$ cat src/rtl/token_dispatcher.sv
// token_dispatcher
//
// Takes slices one at a time from the preparser's slice queue and hands them to
// NUM_LANES second-level token parsers in strict round-robin order. Slice k
// always goes to lane k mod NUM_LANES and carries sequence number
// k mod 2^SEQ_W so the downstream merger can restore stream order.
//
// Ports
//   clk           clock
//   rst_n         synchronous, active-low reset
//   enable        permits fetching new slices (sampled only while idle)
//   q_valid       queue head holds a valid slice
//   q_empty       queue storage empty
//   q_data        queue head payload
//   q_rdreq       pop queue head (combinational)
//   lane_idle     per-lane ready to accept a slice
//   lane_start    one-hot, one-cycle start pulse to the served lane
//   slice_data    payload broadcast to all lanes
//   slice_seq     sequence number of the slice in slice_data
//   lane_ptr      next lane to be served
//   dispatch_cnt  total slices dispatched (wraps)
//   all_done      idle, queue drained and every lane idle (combinational)
module token_dispatcher #(
  parameter int NUM_LANES = 4,
  parameter int PAY_W     = 181,
  parameter int SEQ_W     = 16,
  localparam int PTR_W    = (NUM_LANES > 1) ? $clog2(NUM_LANES) : 1
) (
  input  logic                 clk,
  input  logic                 rst_n,
  input  logic                 enable,
  input  logic                 q_valid,
  input  logic                 q_empty,
  input  logic [PAY_W-1:0]     q_data,
  output logic                 q_rdreq,
  input  logic [NUM_LANES-1:0] lane_idle,
  output logic [NUM_LANES-1:0] lane_start,
  output logic [PAY_W-1:0]     slice_data,
  output logic [SEQ_W-1:0]     slice_seq,
  output logic [PTR_W-1:0]     lane_ptr,
  output logic [SEQ_W-1:0]     dispatch_cnt,
  output logic                 all_done
);

  // S_GAP gives the queue one cycle to update its head after a pop and keeps
  // lane_idle from being re-sampled earlier than 2 cycles after lane_start,
  // which is what makes a single-lane configuration safe.
  typedef enum logic [1:0] {
    S_IDLE      = 2'd0,
    S_WAIT_LANE = 2'd1,
    S_GAP       = 2'd2
  } state_t;

  state_t                 state_r;
  state_t                 state_nx_s;
  logic [NUM_LANES-1:0]   ptr_onehot_s;
  logic                   target_idle_s;
  logic [PTR_W-1:0]       ptr_next_s;
  logic                   capture_s;
  logic                   dispatch_s;

  // Decode the lane pointer to a one-hot lane mask.
  always_comb begin
    ptr_onehot_s = {NUM_LANES{1'b0}};
    for (int i = 0; i < NUM_LANES; i++) begin
      if (lane_ptr == PTR_W'(i)) begin
        ptr_onehot_s[i] = 1'b1;
      end else begin
        ptr_onehot_s[i] = 1'b0;
      end
    end
  end

  // Only the lane whose turn it is may take the slice; other idle lanes are ignored.
  assign target_idle_s = |(lane_idle & ptr_onehot_s);

  // Round-robin successor of the lane pointer.
  always_comb begin
    if (lane_ptr == PTR_W'(NUM_LANES - 1)) begin
      ptr_next_s = {PTR_W{1'b0}};
    end else begin
      ptr_next_s = lane_ptr + PTR_W'(1);
    end
  end

  // Next-state logic and the combinational pop request.
  always_comb begin
    state_nx_s = state_r;
    q_rdreq    = 1'b0;
    capture_s  = 1'b0;
    dispatch_s = 1'b0;
    case (state_r)
      S_IDLE: begin
        // rst_n is folded in so the queue is never popped on a reset edge.
        q_rdreq = q_valid & enable & rst_n;
        if (q_valid & enable & rst_n) begin
          capture_s  = 1'b1;
          state_nx_s = S_WAIT_LANE;
        end else begin
          state_nx_s = S_IDLE;
        end
      end
      S_WAIT_LANE: begin
        if (target_idle_s) begin
          dispatch_s = 1'b1;
          state_nx_s = S_GAP;
        end else begin
          state_nx_s = S_WAIT_LANE;
        end
      end
      S_GAP: begin
        state_nx_s = S_IDLE;
      end
      default: begin
        state_nx_s = S_IDLE;
      end
    endcase
  end

  // State register and registered lane-facing outputs.
  always_ff @(posedge clk) begin
    if (!rst_n) begin
      state_r      <= S_IDLE;
      lane_start   <= {NUM_LANES{1'b0}};
      slice_data   <= {PAY_W{1'b0}};
      slice_seq    <= {SEQ_W{1'b0}};
      lane_ptr     <= {PTR_W{1'b0}};
      dispatch_cnt <= {SEQ_W{1'b0}};
    end else begin
      state_r <= state_nx_s;
      if (dispatch_s) begin
        lane_start   <= ptr_onehot_s;
        slice_seq    <= dispatch_cnt;
        dispatch_cnt <= dispatch_cnt + SEQ_W'(1);
        lane_ptr     <= ptr_next_s;
      end else begin
        lane_start   <= {NUM_LANES{1'b0}};
      end
      // slice_data holds from one capture to the next so lanes may sample late.
      if (capture_s) begin
        slice_data <= q_data;
      end else begin
        slice_data <= slice_data;
      end
    end
  end

  assign all_done = (state_r == S_IDLE) & q_empty & ~q_valid & (&lane_idle);

endmodule

$ cat config.mk
export PLATFORM = sky130hd
export DESIGN_NAME = token_dispatcher
export DESIGN_NICKNAME = d
export VERILOG_FILES = /design/src/rtl/token_dispatcher.sv
export SDC_FILE = /design/constraint.sdc
export NUM_CORES = 1
export LEC_CHECK = 0
export BUFFER_PORTS_ARGS = -buffer_cell sky130_fd_sc_hd__buf_2
export CAP_MARGIN = 30
export CORE_AREA = 5 5 155 157
export DETAILED_ROUTE_END_ITERATION = 6
export DIE_AREA = 0 0 160 162
export PLACE_DENSITY = 0.64
export SYNTH_ARGS = -nofsm -noshare
export SYNTH_HDL_FRONTEND = slang
export SYNTH_SLANG_ARGS = --single-unit
$ cat constraint.sdc
create_clock -name clk -period 3 [get_ports clk]
set_input_delay 0 -clock clk [delete_from_list [all_inputs] [get_ports clk]]
set_output_delay 0 -clock clk [all_outputs]
set_load 0.02 [all_outputs]
==> impl_metrics.toml, run 1 <==
[outcome]
outcome = "complete, no violations"

[place]
dpl-instance-area_um2 = 10120
dp_hpwl_mm = 17.51
io_buffer_count = 410
place_inst = 1617
gp_congestion = 0.8388
place_ws_ps = 754.0

[final_layout]
syn2layout_area_growth_pct = 64.07
layout_common_cells = "buf_2 (409), nand2_1 (407), dfxtp_1 (221), dlygate4sd3_1 (185), o21ai_0 (182)"
final.fill_count = 1905
fin_area_um2 = 12810
final_common_cell = "buf_2"
nNetsFinal = 1739
final_cells = 1846
drive_gt1_frac = 0.2983

[sta]
tightest_slew_ps = 998.4
hold_viol = 0
setup_ws_ps = 741.5
fin_crit_sh = 0.7528
finalMaxSlewViolations = 0
max_freq_mhz = 442.8
finalSetupViolCount = 0
finClkSkew_ps = 6.704
setup_tns_ps = 0
rsz0062_at_grt = "no"
max-slew-margin-rel = 0.3344
min_period_ps = 2258

[run]
drv_cap = 0

[grt]
antenna_found_initial = 1
grt_pass1_wl_mm = 44.04
grt_pass1_vias = 8569
grt_max_degree = 97
globalRoute.totalOverflow = 0
track_usage = 0.2021

[routing]
ant_nets = 0
routedWlPerCell_um = 15.03
vias = 8621
viasPerCell = 4.670
wirelength_mm = 27.74
firstDrtPassIters = 4
drc_errors = 0
first_iter_violations = 527

[clock_network]
cts_buffer_depth = 3
htreeDepth = 1
cts_tree = "built"
postCtsSetupBuffers = 0
cts-root-buf = "clkbuf_16"
clk_latency_ps = 500
clkTransAtPathRegs_ps = 60
cts_made_buffers = 25
numClockSinks = 221

[worst_setup_path]
cp-start-kind = "flip-flop"
crit_type = "reg -> reg"
cp_max_fo = 15
endpoint_kind = "flip-flop"
cp.required_ps = 3430
cp.arrival_ps = 2690

[power_and_ir_drop]
ir_worst_vdd_mv = 0.5354
p_switching_w = 0.001747
p_int_w = 0.005385
clock_power_share = 0.431
p_leak_nw = 5.779
pwr-share-seq = 0.441
pwr_density_cell_nw_per_um2 = 556.9
p_sw_frac = 0.2449
p_comb_frac = 0.128
finalPower_w = 0.007132

[floorplan]
dieHeight_um = 162
die_x_um = 160
die-area_um2 = 25920
start_util = 0.3490
num_io_pins = 411
rows = 55
core_um2 = 22370

[worst_hold_path]
hold_class = "in -> reg"

[yosys]
synth-seq-area-share = 0.5668
syn-num-nets = 1173
synth_cells = 978
syn_area_um2 = 7805
ys_types = 35
ys_warn_count = 0
avgSynthCellArea_um2 = 7.981
ys_seq_elements = 221
## worst max-delay path, cell delays in order, from the launching register on
cell and delay (ps):
dfxtp_1 410, inv_1 90, ha_1 230, a22o_1 300
o21ai_1 610, buf_4 330, nand2_1 70, a21oi_1 150
## sequential cells by signal, indices dropped and copies added (netlist names)
register,count
slice_data,181
state_r,2
dispatch_cnt,16
lane_start,4
slice_seq,16
lane_ptr,2
## metal layers
metal,vias up,GRT usage,share of wire
met1,3857,0.2341,0.38
met5,-,0,0
met3,74,0.07384,0.097
met2,366,0.3420,0.48
met4,0,0.07861,0.037
li1,4324,-,-
## cells by family after synthesis
family / synth area share
flops: 0.5668
fa+ha+maj: 0.008015
mux: 0.001283
xor+xnor: 0.004489
compound gates: 0.1561
simple gates: 0.2259
buf+inv: 0.03735
## final cells by class
type,instances,area (µm²),share of cell area
Sequential cell,221,4424,0.3455
Clock buffer,34,709.4,0.05540
Tap cell,285,356.6,0.02785
Inverter,4,15.01,0.001172
Clock inverter,8,117.6,0.009184
Timing Repair Buffer,608,4083,0.3188
Antenna cell,2,5.005,0.0003908
Multi-Input combinational cell,684,3095,0.2417
## cell usage after synthesis
| library cell | count | area share |
|---|---|---|
| and2b_1 | 1 | 0.00096 |
| o2111ai_4 | 1 | 0.0034 |
| a22o_1 | 2 | 0.0022 |
| or3_1 | 2 | 0.0016 |
| nor3_2 | 1 | 0.0013 |
| nor4_1 | 1 | 0.00080 |
| mux2i_1 | 1 | 0.0013 |
| a31o_2 | 1 | 0.0011 |
| inv_1 | 3 | 0.0014 |
| xor2_1 | 1 | 0.0011 |
| o31ai_1 | 8 | 0.0077 |
| or4_1 | 9 | 0.0087 |
| o211ai_1 | 2 | 0.0019 |
| nand4_1 | 2 | 0.0016 |
| clkinv_1 | 1 | 0.00048 |
| a21oi_1 | 29 | 0.019 |
| a211oi_1 | 2 | 0.0019 |
| and3_1 | 4 | 0.0032 |
| a22oi_1 | 2 | 0.0019 |
| buf_1 | 4 | 0.0019 |
| buf_2 | 8 | 0.0051 |
| and4_4 | 1 | 0.0014 |
| nand3_1 | 6 | 0.0038 |
| dfxtp_1 | 221 | 0.57 |
| ha_1 | 5 | 0.0080 |
| buf_6 | 1 | 0.0014 |
| nor2_1 | 6 | 0.0029 |
| nand2b_1 | 2 | 0.0016 |
| o21ai_0 | 182 | 0.12 |
| nand2_1 | 407 | 0.20 |
| clkbuf_1 | 56 | 0.027 |
| and4_1 | 1 | 0.0011 |
| xnor2_1 | 3 | 0.0034 |
| o21ai_1 | 1 | 0.00064 |
| nand4b_1 | 1 | 0.0011 |
## power by group through the flow
stage	Clock [W]	Sequential (W)	Combinational (W)
3_3_place_gp	0	0.00320	0.000705
4_1_cts	0.00315	0.00314	0.000903
3_5_place_dp	0	0.00320	0.000710
2_1_floorplan	0	0.00337	0.000198
6_report	0.00307	0.00314	0.000914
5_1_grt	0.00330	0.00316	0.000987
## metrics by stage
step,util,hold WS (ps)
finish,0.5726,167.7
floorplan,-,108.6
detailed placement,0.4526,198.8
global placement,0.4526,190.9
CTS,0.5724,152.2
global route,0.5725,168.3
## what timing repair did
| action | 4_1_cts | 5_1_grt |
|---|---|---|
| hold endpoints to repair | 186 | 0 |
| hold buffers | 185 | 0 |
| resized for setup | 0 | 0 |
## path summary, 6_finish.rpt
kind,from,endpoint,slack (ps),cells past startpoint
max,lane_ptr[0],slice_seq[14],740,7
min,enable,state_r[0],170,4
max reg2reg,lane_ptr[0],slice_seq[14],740,7
min reg2reg,slice_data[21],slice_data[21],450,2
(Power assumes the default switching activity.)
==> run 2, diff against run 1 <==
Clock period 3 ns to 2.1 ns, I/O delays scaled along.
==> run 2 against run 1 <==
Net effect: combinational power up 43%; clock power up 44%; critical path depth down 2; wire length up 2.6%; sequential share of layout area down 0.078 points; non-clock buffer count up 3; global-route usage up 0.35 points; total power up 43%; cell count up 0.38%; via count up 2.7%; hold slack worse by 74 ps; die area unchanged; critical path type unchanged; largest power group unchanged.
==> impl_metrics.toml, run 2 (synthesis results as in run 1) <==
[grt]
grt_pass1_vias = 8889
grt_max_degree = 101
grt_pass1_wl_mm = 44.96
antenna_found_initial = 2
globalRoute.totalOverflow = 0
track_usage = 0.2056

[final_layout]
nNetsFinal = 1742
final_common_cell = "buf_2"
utilization = 0.5739
largest-register = "slice_data"
fin_area_um2 = 12830
top_regs = "slice_data: 181 flops, dispatch_cnt: 16 flops, slice_seq: 16 flops"
final_cells = 1853
syn2layout_area_growth_pct = 64.44
layout_common_cells = "buf_2 (409), nand2_1 (407), dfxtp_1 (221), o21ai_0 (182), dlygate4sd3_1 (181)"
final.fill_count = 1911
drive_gt1_frac = 0.3067
largest_reg_flops = 181

[worst_setup_path]
worst_path_max_delay_cell = "or4_1"
crit_type = "reg -> reg"
cp-start-kind = "flip-flop"
path_delay_family = "compound AO/OA/AOI/OAI gates"
endpoint_kind = "flip-flop"
cp_max_fo = 16
cp-startpoint = "lane_ptr[0]"
ff2ff_setup_slack_ps = 160
cp.required_ps = 2530
cp.arrival_ps = 2370
slowest_delay_ps = 570
path_buf_inv = 0
crit_chain = "ha_1 > a22o_2 > o2111ai_4 > or4_1 > a21oi_1"
r2r-start = "lane_ptr[0]"

[worst_hold_path]
hold_class = "in -> reg"
min_from = "rst_n"

[run]
drv_cap = 0

[sta]
finalSetupViolCount = 0
min_period_ps = 1940
finalMaxSlewViolations = 0
hold_ws_ps = 94.16
finClkSkew_ps = 5.807
max_freq_mhz = 515.5
tightest_slew_ps = 583.2
fin_crit_sh = 0.9238
max-slew-margin-rel = 0.6076
hold_viol = 0
rsz0062_at_grt = "no"
setup_tns_ps = 0

[clock_network]
clk_latency_ps = 510
clkTransAtPathRegs_ps = 60
cts_made_buffers = 25
cts_buffer_depth = 3
htreeDepth = 1
cts_tree = "built"
numClockSinks = 221
cts-root-buf = "clkbuf_16"

[routing]
drc_errors = 0
viasPerCell = 4.777
firstDrtPassIters = 5
vias = 8851
first_iter_violations = 558
ant_nets = 0
routedWlPerCell_um = 15.36
wirelength_mm = 28.46

[place]
place_inst = 1622
dp_hpwl_mm = 17.73
io_buffer_count = 410
dpl-instance-area_um2 = 10160
gp_congestion = 0.8274

[power_and_ir_drop]
p_leak_nw = 5.808
ir_worst_vdd_mv = 0.6812
pwr_density_cell_nw_per_um2 = 795.6

[floorplan]
die_x_um = 160
core_um2 = 22370
dieHeight_um = 162
start_util = 0.3490
num_io_pins = 411
rows = 55
die-area_um2 = 25920

[outcome]
outcome = "complete, no violations"
==> run 2: cell type report <==
type / instances / area (µm²) / share of cell area
timing repair buffer: 611 / 4095 / 0.3191
antenna: 3 / 7.507 / 0.0005849
multi-input combinational: 684 / 3102 / 0.2417
inverter: 4 / 15.01 / 0.001170
clock buffer: 30 / 674.4 / 0.05254
sequential: 221 / 4424 / 0.3447
tap: 285 / 356.6 / 0.02778
clock inverter: 15 / 160.2 / 0.01248
==> run 2: worst min-delay path, delay by kind of cell <==
family                 cells  cell delay (ps)
AOI/OAI and AO/OA          1               60
and+or+nand+nor            1              120
buffers and inverters      2              350
==> run 2: what timing repair did <==
action / in CTS / in global routing
hold endpoints to repair: 181 / 0
hold buffers: 181 / 0
endpoints found under the setup margin: 0 / 19
gates resized for setup: 0 / 3
setup buffers: 0 / 2
==> run 2: worst paths after layout <==
| path | to | cells past startpoint |
|---|---|---|
| worst max-delay path | dispatch_cnt[11] | 5 |
| worst min-delay path | slice_data[149] | 4 |
| worst max register to register | dispatch_cnt[11] | 5 |
| worst min register to register | slice_data[18] | 2 |
==> run 2: power breakdown <==
group | internal, W | leakage (nW) | switching [W]
combinational | 0.000590 | 3.58 | 0.000724
clock | 0.00266 | 0.424 | 0.00174
sequential | 0.00439 | 1.80 | 0.0000989
total | 0.00764 | 5.81 | 0.00257
==> run 2: metal layers <==
| layer | GRT usage | vias up | wire length (µm) | part of all wire |
|---|---|---|---|---|
| met5 | 0 | - | 0 | 0 |
| met4 | 0.08956 | 0 | 1281 | 0.045 |
| met3 | 0.06648 | 97 | 2580 | 0.091 |
| met2 | 0.3505 | 390 | 13620 | 0.48 |
| met1 | 0.2375 | 4020 | 10980 | 0.39 |
| li1 | - | 4344 | - | - |
==> run 2: stage by stage <==
stage	total power, W	setup WS [ps]
2_1_floorplan	0.005103	228.5
3_3_place_gp	0.005586	230.4
3_5_place_dp	0.005598	110.6
4_1_cts	0.01030	100.0
5_1_grt	0.01063	49.21
6_report	0.01021	160.0
